`src/rtl/rate_divider_pkg.sv`:
```
// rate_divider_pkg
//   Shared types and helpers for the clock-rate divider.
//   mode_t      : run-time operating mode of the divider.
//   half_count  : clock edges per half-period of the output square wave.
package rate_divider_pkg;

    typedef enum logic [1:0] {
        NORMAL = 2'd0,
        FAST   = 2'd1,
        STEP   = 2'd2,
        HOLD   = 2'd3
    } mode_t;

    function automatic int half_count(input int clk_hz, input int out_hz);
        return clk_hz / (2 * out_hz);
    endfunction

endpackage

```
`src/rtl/rise_detect.sv`:
```
// rise_detect
//   Registered rising-edge detector for an already-debounced level input.
//   clk_in : clock
//   rst    : synchronous active-high reset
//   d      : level input
//   rise   : one-cycle pulse, registered, on the edge after d goes 0->1
module rise_detect (
    input  logic clk_in,
    input  logic rst,
    input  logic d,
    output logic rise
);

    logic d_q;

    always_ff @(posedge clk_in) begin
        if (rst) begin
            d_q  <= 1'b0;
            rise <= 1'b0;
        end else begin
            d_q  <= d;
            rise <= d & ~d_q;
        end
    end

endmodule

```
`src/rtl/rate_divider.sv`:
```
// rate_divider
//   Divides clk_in down to a square wave clk_out and strobes tick for one
//   cycle on every clk_out rising edge. Modes: NORMAL, FAST (FAST_FACTOR
//   times faster), STEP (one pulse per step rising edge), HOLD (frozen).
//   clk_in  : system clock
//   rst     : synchronous active-high reset
//   en      : count enable (0 freezes everything but step edge tracking)
//   mode    : mode_t operating mode
//   step    : debounced level; each rising edge is one step request
//   clk_out : divided square wave, registered
//   tick    : one-cycle strobe coincident with clk_out rising, registered
module rate_divider
    import rate_divider_pkg::*;
#(
    parameter int CLK_HZ      = 50_000_000,
    parameter int OUT_HZ      = 1,
    parameter int FAST_FACTOR = 10
) (
    input  logic  clk_in,
    input  logic  rst,
    input  logic  en,
    input  mode_t mode,
    input  logic  step,
    output logic  clk_out,
    output logic  tick
);

    localparam int HALF_N = half_count(CLK_HZ, OUT_HZ);
    localparam int HALF_F = (FAST_FACTOR < 1) ? 0 : HALF_N / FAST_FACTOR;
    localparam int CW     = (HALF_N > 1) ? $clog2(HALF_N) : 1;

    generate
        if (HALF_F < 1 || FAST_FACTOR < 1) begin : g_bad_params
            $error("rate_divider: HALF_F < 1 or FAST_FACTOR < 1");
        end
    endgenerate

    // Terminal values are stored as limit-1 so a power-of-two HALF_N still
    // fits in CW bits.
    localparam logic [CW-1:0] LIM_N_M1 = CW'(HALF_N - 1);
    localparam logic [CW-1:0] LIM_F_M1 = CW'(HALF_F - 1);

    logic [CW-1:0] cnt;
    logic [CW-1:0] lim_m1;
    mode_t         mode_q;
    logic          step_rise;

    rise_detect u_step_rise (
        .clk_in (clk_in),
        .rst    (rst),
        .d      (step),
        .rise   (step_rise)
    );

    assign lim_m1 = (mode_q == FAST) ? LIM_F_M1 : LIM_N_M1;

    always_ff @(posedge clk_in) begin
        if (rst) begin
            cnt     <= '0;
            clk_out <= 1'b0;
            tick    <= 1'b0;
            mode_q  <= NORMAL;
        end else if (mode != mode_q) begin
            // Mode change wins over a coincident terminal count.
            mode_q <= mode;
            cnt    <= '0;
            tick   <= 1'b0;
            if (mode == STEP)
                clk_out <= 1'b0;
        end else begin
            unique case (mode_q)
                STEP: begin
                    cnt     <= '0;
                    clk_out <= step_rise & en;
                    tick    <= step_rise & en;
                end
                HOLD: begin
                    tick <= 1'b0;
                end
                default: begin
                    if (!en) begin
                        tick <= 1'b0;
                    end else if (cnt == lim_m1) begin
                        cnt     <= '0;
                        clk_out <= ~clk_out;
                        tick    <= ~clk_out;
                    end else begin
                        cnt  <= cnt + CW'(1);
                        tick <= 1'b0;
                    end
                end
            endcase
        end
    end

endmodule
```
`config.mk`:
```
export PLATFORM = sky130hd
export DESIGN_NAME = rate_divider
export DESIGN_NICKNAME = d
export VERILOG_FILES = /design/src/rtl/rate_divider_pkg.sv /design/src/rtl/rise_detect.sv /design/src/rtl/rate_divider.sv
export SDC_FILE = /design/constraint.sdc
export NUM_CORES = 1
export LEC_CHECK = 0
export ABC_AREA = 0
export BUFFER_PORTS_ARGS = -buffer_cell sky130_fd_sc_hd__buf_2
export CAP_MARGIN = 40
export CELL_PAD_IN_SITES_DETAIL_PLACEMENT = 0
export CELL_PAD_IN_SITES_GLOBAL_PLACEMENT = 1
export CORE_MARGIN = 8
export CORE_UTILIZATION = 45
export DETAILED_ROUTE_END_ITERATION = 12
export GPL_TIMING_DRIVEN = 1
export MAX_ROUTING_LAYER = met4
export PLACE_DENSITY = 0.73
export SLEW_MARGIN = 10
export SYNTH_ARGS = -nofsm -noshare
export SYNTH_HDL_FRONTEND = slang
export SYNTH_SLANG_ARGS = --single-unit
```
`constraint.sdc`:
```
create_clock -name clk_in -period 5 [get_ports clk_in]
set_input_delay 0.25 -clock clk_in [delete_from_list [all_inputs] [get_ports clk_in]]
set_output_delay 0.25 -clock clk_in [all_outputs]
set_load 0.01 [all_outputs]
```
# Word level (Yosys, flattened, before mapping)
# Cells that the tools add are included.
# Widths: inputs -> output; s select.
[word_totals] output_inout_bits=2 inputBits=6 wordCells=38 regBits=31
[op_classes] muxes=12 eq_ne=8 add_sub_neg=1 bitwise_logic=5 n_reduce_logical=6
[ops] cell="$mux 25" count=3
[ops] cell="$pmux 25 s2" count=1
[ops] cell="$add 25x1->25 const B" count=1
[ops] cell="$eq 25x25->1" count=1
[ops] cell="$eq 2x2->1 const B" count=3
[ops] cell="$mux 1" count=6
[ops] cell="$reduce_bool 3->1" count=2
[ops] cell="$pmux 1 s2" count=2
[ops] cell="$reduce_and 4->1" count=1
[ops] cell="$not 1->1" count=3
[ops] cell="$and 1x1->1" count=2
[ops] cell="$eq 2x1->1 const B" count=1
[ops] cell="$ne 2x1->1 const B" count=1
[ops] cell="$ne 2x2->1" count=1
[ops] cell="$ne 2x2->1 const B" count=1
[ops] cell="$reduce_and 2->1" count=1
[ops] cell="$reduce_bool 2->1" count=1
[ops] cell="$reduce_or 2->1" count=1

# Logic depth before layout (Yosys ltp)
[logic_depth] word_depth=7 mapped_depth=8 depth_no_buf=6

# Modules after synthesis
# A second synthesis with hierarchy kept.
[unflattened] cells_unflattened=207 hier_area_um2=1756.7
[modules_own_cells] mod="rate_divider" area_per_inst_um2=1697.9 n_inst=1 seq_area_each_um2=580.6 cells_each=203
[modules_own_cells] mod="rise_detect" area_per_inst_um2=58.8 n_inst=1 seq_area_each_um2=40.0 cells_each=4

# Worst setup path after synthesis
# Ideal clock, no wire load.
[synth_path] path_type="reg-to-reg" startpoint="reg mode_q[1]" endpoint="reg cnt[12]" t_arrival_ns=1.607 synth_period_minus_slack_ns=1.741 stages_incl_launch_ff=8 path_slack_ns=3.259 cell_sequence="dfxtp_1 -> buf_6 -> or4bb_1 -> o21ai_1 -> o2111ai_2 -> o21ai_1 -> buf_4 -> a211oi_1"
[synth_between] elab_chain_cells=6 elab_cells_between_ends=13
[synth_rtl] element="start, declared" line="rate_divider.sv:45" text="mode_t mode_q;"
[synth_rtl] element="start signal, assigned" line="rate_divider.sv:65" text="mode_q <= mode;"
[synth_rtl] element="$eq 2x1->1" line="rate_divider.sv:55" text="assign lim_m1 = (mode_q == FAST) ? LIM_F_M1 : LIM_N_M1;"
[synth_rtl] element="$mux 25" line="rate_divider.sv:55"
[synth_rtl] element="$eq 25x25->1" line="rate_divider.sv:83" text="end else if (cnt == lim_m1) begin"
[synth_rtl] element="$mux 25" line="rate_divider.sv:83"
[synth_rtl] element="$mux 25" line="rate_divider.sv:81" text="if (!en) begin"
[synth_rtl] element="$pmux 25 s2" line="rate_divider.sv:71" text="unique case (mode_q)"
[synth_rtl] element="end signal, assigned" line="rate_divider.sv:88" text="cnt <= cnt + CW'(1);"
[synth_rtl] element="end, declared" line="rate_divider.sv:43" text="logic [CW-1:0] cnt;"
# Several ways; a longest one is shown, not always the timed one. The select of a mux whose other input is x is not followed.
# A chain may end at the register's enable or synchronous reset.

# Worst setup path after layout
[layout_path] startpoint="reg mode_q[1]" endpoint="reg cnt[5]"
# The elaborated chain is that of the path after synthesis.

==> results.py <==
metrics = {
    "worst_setup_path": {
        "reg2regPathDepth": 5,
        "arrival_ns": 2.16,
        "path_cells": "nand2b_1 -> a21oi_1 -> and3_1 -> xnor2_1 -> nor2_1",
        "critPathMaxFanout": 11,
        "cp-end-kind": "flip-flop",
        "max_stage_delay_ns": 0.66,
        "crit_path_start_kind": "flip-flop",
        "r2r-end": "cnt[5]$_SDFFE_PP0P_",
        "worstPathRequired_ns": 5.22,
        "slowest_stage": "a21oi_1",
        "reg2reg_slack_ns": 3.06,
        "rr_startpoint": "mode_q[1]$_SDFFE_PP0N_",
        "critPathBufInv": 0,
        "cp_top_family": "compound AO/OA/AOI/OAI gates",
        "crit_type": "flip-flop to flip-flop",
    },
    "hold_path": {
        "hp-class": "input port to flip-flop",
        "min_to": "mode_q[0]$_SDFFE_PP0N_",
        "worstHoldStart": "rst",
        "min_path_cells": 2,
    },
    "placed_design": {
        "place_congestion": 0.816,
        "place_hpwl_um": 2650,
        "port_buffers": 7,
    },
    "timing": {
        "slew-limit-headroom": 0.496,
        "period_share": 0.387,
        "worst_slew_pin_slew_ns": 0.757,
        "grt_setup_unrepaired": "no",
        "slew_violations": 0,
        "fmax_mhz": 517,
        "finalSetupTns_ns": 0,
        "finalCriticalPeriod_ns": 1.94,
        "fin_skew_ns": 0.0125,
        "setup_viol": 0,
        "hold_viol_final": 0,
        "holdWs_ns": 0.160,
    },
    "cts": {
        "cts_hold_buf": 0,
        "cts_resized": 0,
        "cts_sinks": 31,
        "clk_latency_ns": 0.32,
        "htreeDepth": 2,
        "cts_buffers": 5,
        "clk_pin_slew_worst_paths_ns": 0.11,
        "clockBufferDepth": 2,
        "post_cts_buffers": 0,
        "tritoncts": "done",
        "clockRootBuffer": "clkbuf_4",
    },
    "floorplan": {
        "die_width_um": 76.4,
        "die_height_um": 76.4,
        "fp.dieArea_um2": 5830,
        "core-area_um2": 3580,
        "initial_utilization": 0.458,
        "ioPinCount": 8,
        "fp-row-count": 22,
    },
    "yosys": {
        "muxShareOfSynthArea": 0.00611,
        "synth_top_family_by_area": "simple AND/OR/NAND/NOR gates",
        "netlist_instances": 194,
        "ys_ff_latch": 31,
        "yosys.area_share.simple": 0.365,
        "synthXorXnorAreaFrac": 0.112,
        "synth_compound_area_frac": 0.102,
        "yosysWarnings": 0,
        "syn-num-nets": 201,
        "synth_area_um2": 1640,
        "avgSynthCellArea_um2": 8.45,
        "synth_cell_types": 41,
        "synthAdderAreaFrac": 0.00763,
        "synth_seq_area_share": 0.379,
    },
    "grt": {
        "grt_antenna_before_repair": 0,
        "grt_pass1_vias": 1379,
        "grt.total_usage": 0.131,
        "gr-total-overflow": 0,
        "grt_pass1_wl_um": 6180,
        "grt_max_degree": 22,
    },
    "final_layout": {
        "num_antenna_cells": 0,
        "syn2layout_area_growth_pct": 8.70,
        "nets": 208,
        "final_layout_size_suffix_gt1_frac": 0.0891,
    },
    "routing": {
        "drc": 0,
        "vias": 1420,
        "wirelength_um": 3590,
        "drt-vias-per-instance": 5.68,
        "drt-pass1-iter-count": 5,
        "drt_iter0_drc": 116,
        "ant_nets": 0,
        "wl_per_cell_um": 14.4,
    },
    "power": {
        "power.leakage_nw": 0.602,
        "vdd_drop_max_uv": 138,
        "power.density_nw_per_um2": 273,
    },
    "flow_run": {
        "maxCapViolations": 0,
    },
    "status": {
        "status": "finished, final reports clean",
    },
}
==> synthesized netlist by cell type (all sizes together) <==
cell     instances  share of area
dfxtp           31           0.38
nor2            31          0.071
xor2            14          0.075
nand3           13          0.040
nand2           10          0.023
and4             7          0.037
nor2b            7          0.027
nor3             7          0.024
xnor2            7          0.037
and3             6          0.023
nand2b           5          0.019
nand4            5          0.019
o21ai            5          0.015
a21oi            4          0.012
buf              4          0.019
clkbuf           4         0.0092
nor4             4          0.015
a211oi           3          0.014
a31oi            3          0.011
nand4b           3          0.016
a22oi            2         0.0092
and2             2         0.0076
nor4b            2          0.011
nor4bb           2          0.012
a221oi           1         0.0053
a311oi           1         0.0053
a32oi            1         0.0053
ha               1         0.0076
mux2i            1         0.0061
nand3b           1         0.0046
o2111ai          1         0.0092
o211a            1         0.0061
o21a             1         0.0046
o21bai           1         0.0046
or3              1         0.0038
or4              1         0.0046
or4bb            1         0.0069
==> cells in the final DEF (no fill, tap or decap), types with 5 or more instances in the layout <==
cell and count:
and3_1 6, and4_1 7, buf_2 7, clkbuf_4 5
dfxtp_1 31, nand2_1 10, nand2b_1 5, nand3_1 13
nand4_1 5, nor2_1 31, nor2b_1 7, nor3_1 6
xnor2_1 7, xor2_1 14
==> where the power goes <==
part | internal, W | switching, W
sequential | 0.000250 | 0.00000377
combinational | 0.0000106 | 0.0000172
clock | 0.000118 | 0.0000877
total | 0.000378 | 0.000109
==> per-layer routing <==
| layer | global-route usage | vias up | part of all wire |
|---|---|---|---|
| li1 | - | 720 | - |
| met1 | 0.143 | 665 | 0.45 |
| met2 | 0.219 | 27 | 0.49 |
| met3 | 0.0330 | 8 | 0.037 |
| met4 | 0.0596 | 0 | 0.020 |
| met5 | - | - | 0 |
==> cell families (layout without fill, tap and decap cells) <==
logic type	after synthesis	after routing
compound gates	24	24
fa+ha+maj	1	1
xor+xnor	21	21
mux	1	1
buf+inv	8	16
flops	31	31
simple gates	108	108
==> per-stage QoR <==
| stage | setup WS (ns) | utilization | total power (W) | std cells | instance area, µm² |
|---|---|---|---|---|---|
| 5_1_grt | 2.89 | 0.498 | 0.000511 | 250 | 1780 |
| 6_report | 3.06 | 0.498 | 0.000487 | 250 | 1780 |
| 3_5_place_dp | 3.06 | 0.474 | 0.000287 | 242 | 1700 |
| 4_1_cts | 3.05 | 0.498 | 0.000495 | 250 | 1780 |
| 2_1_floorplan | 3.26 | - | 0.000279 | 194 | 1640 |
| 3_3_place_gp | 3.12 | 0.474 | 0.000287 | 242 | 1700 |
==> sequential cells by signal, summed over array words and instances (netlist names) <==
signal,flops
clk_out,1
u_step_rise.d_q,1
mode_q,2
u_step_rise.rise,1
cnt,25
tick,1
==> layout make-up <==
class,instances,area [µm²]
Tap cell,48,60.1
Timing Repair Buffer,8,42.5
Multi-Input combinational cell,155,972
Clock buffer,6,51.3
Sequential cell,31,621
Clock inverter,2,35.0
Fill cell,370,1800
==> worst max-delay path by stage <==
stage	slack (ns)	endpoint	from	cells past startpoint
after floorplan	3.26	cnt[12]$_SDFFE_PP0P_	mode_q[1]$_SDFFE_PP0N_	7
after global placement	3.12	cnt[10]$_SDFFE_PP0P_	mode_q[0]$_SDFFE_PP0N_	6
after detailed placement	3.06	cnt[10]$_SDFFE_PP0P_	mode_q[0]$_SDFFE_PP0N_	6
after CTS	3.05	cnt[10]$_SDFFE_PP0P_	mode_q[0]$_SDFFE_PP0N_	6
after global routing	2.89	cnt[17]$_SDFFE_PP0P_	mode_q[0]$_SDFFE_PP0N_	6
final	3.06	cnt[5]$_SDFFE_PP0P_	mode_q[1]$_SDFFE_PP0N_	5
(Power assumes the default switching activity.)
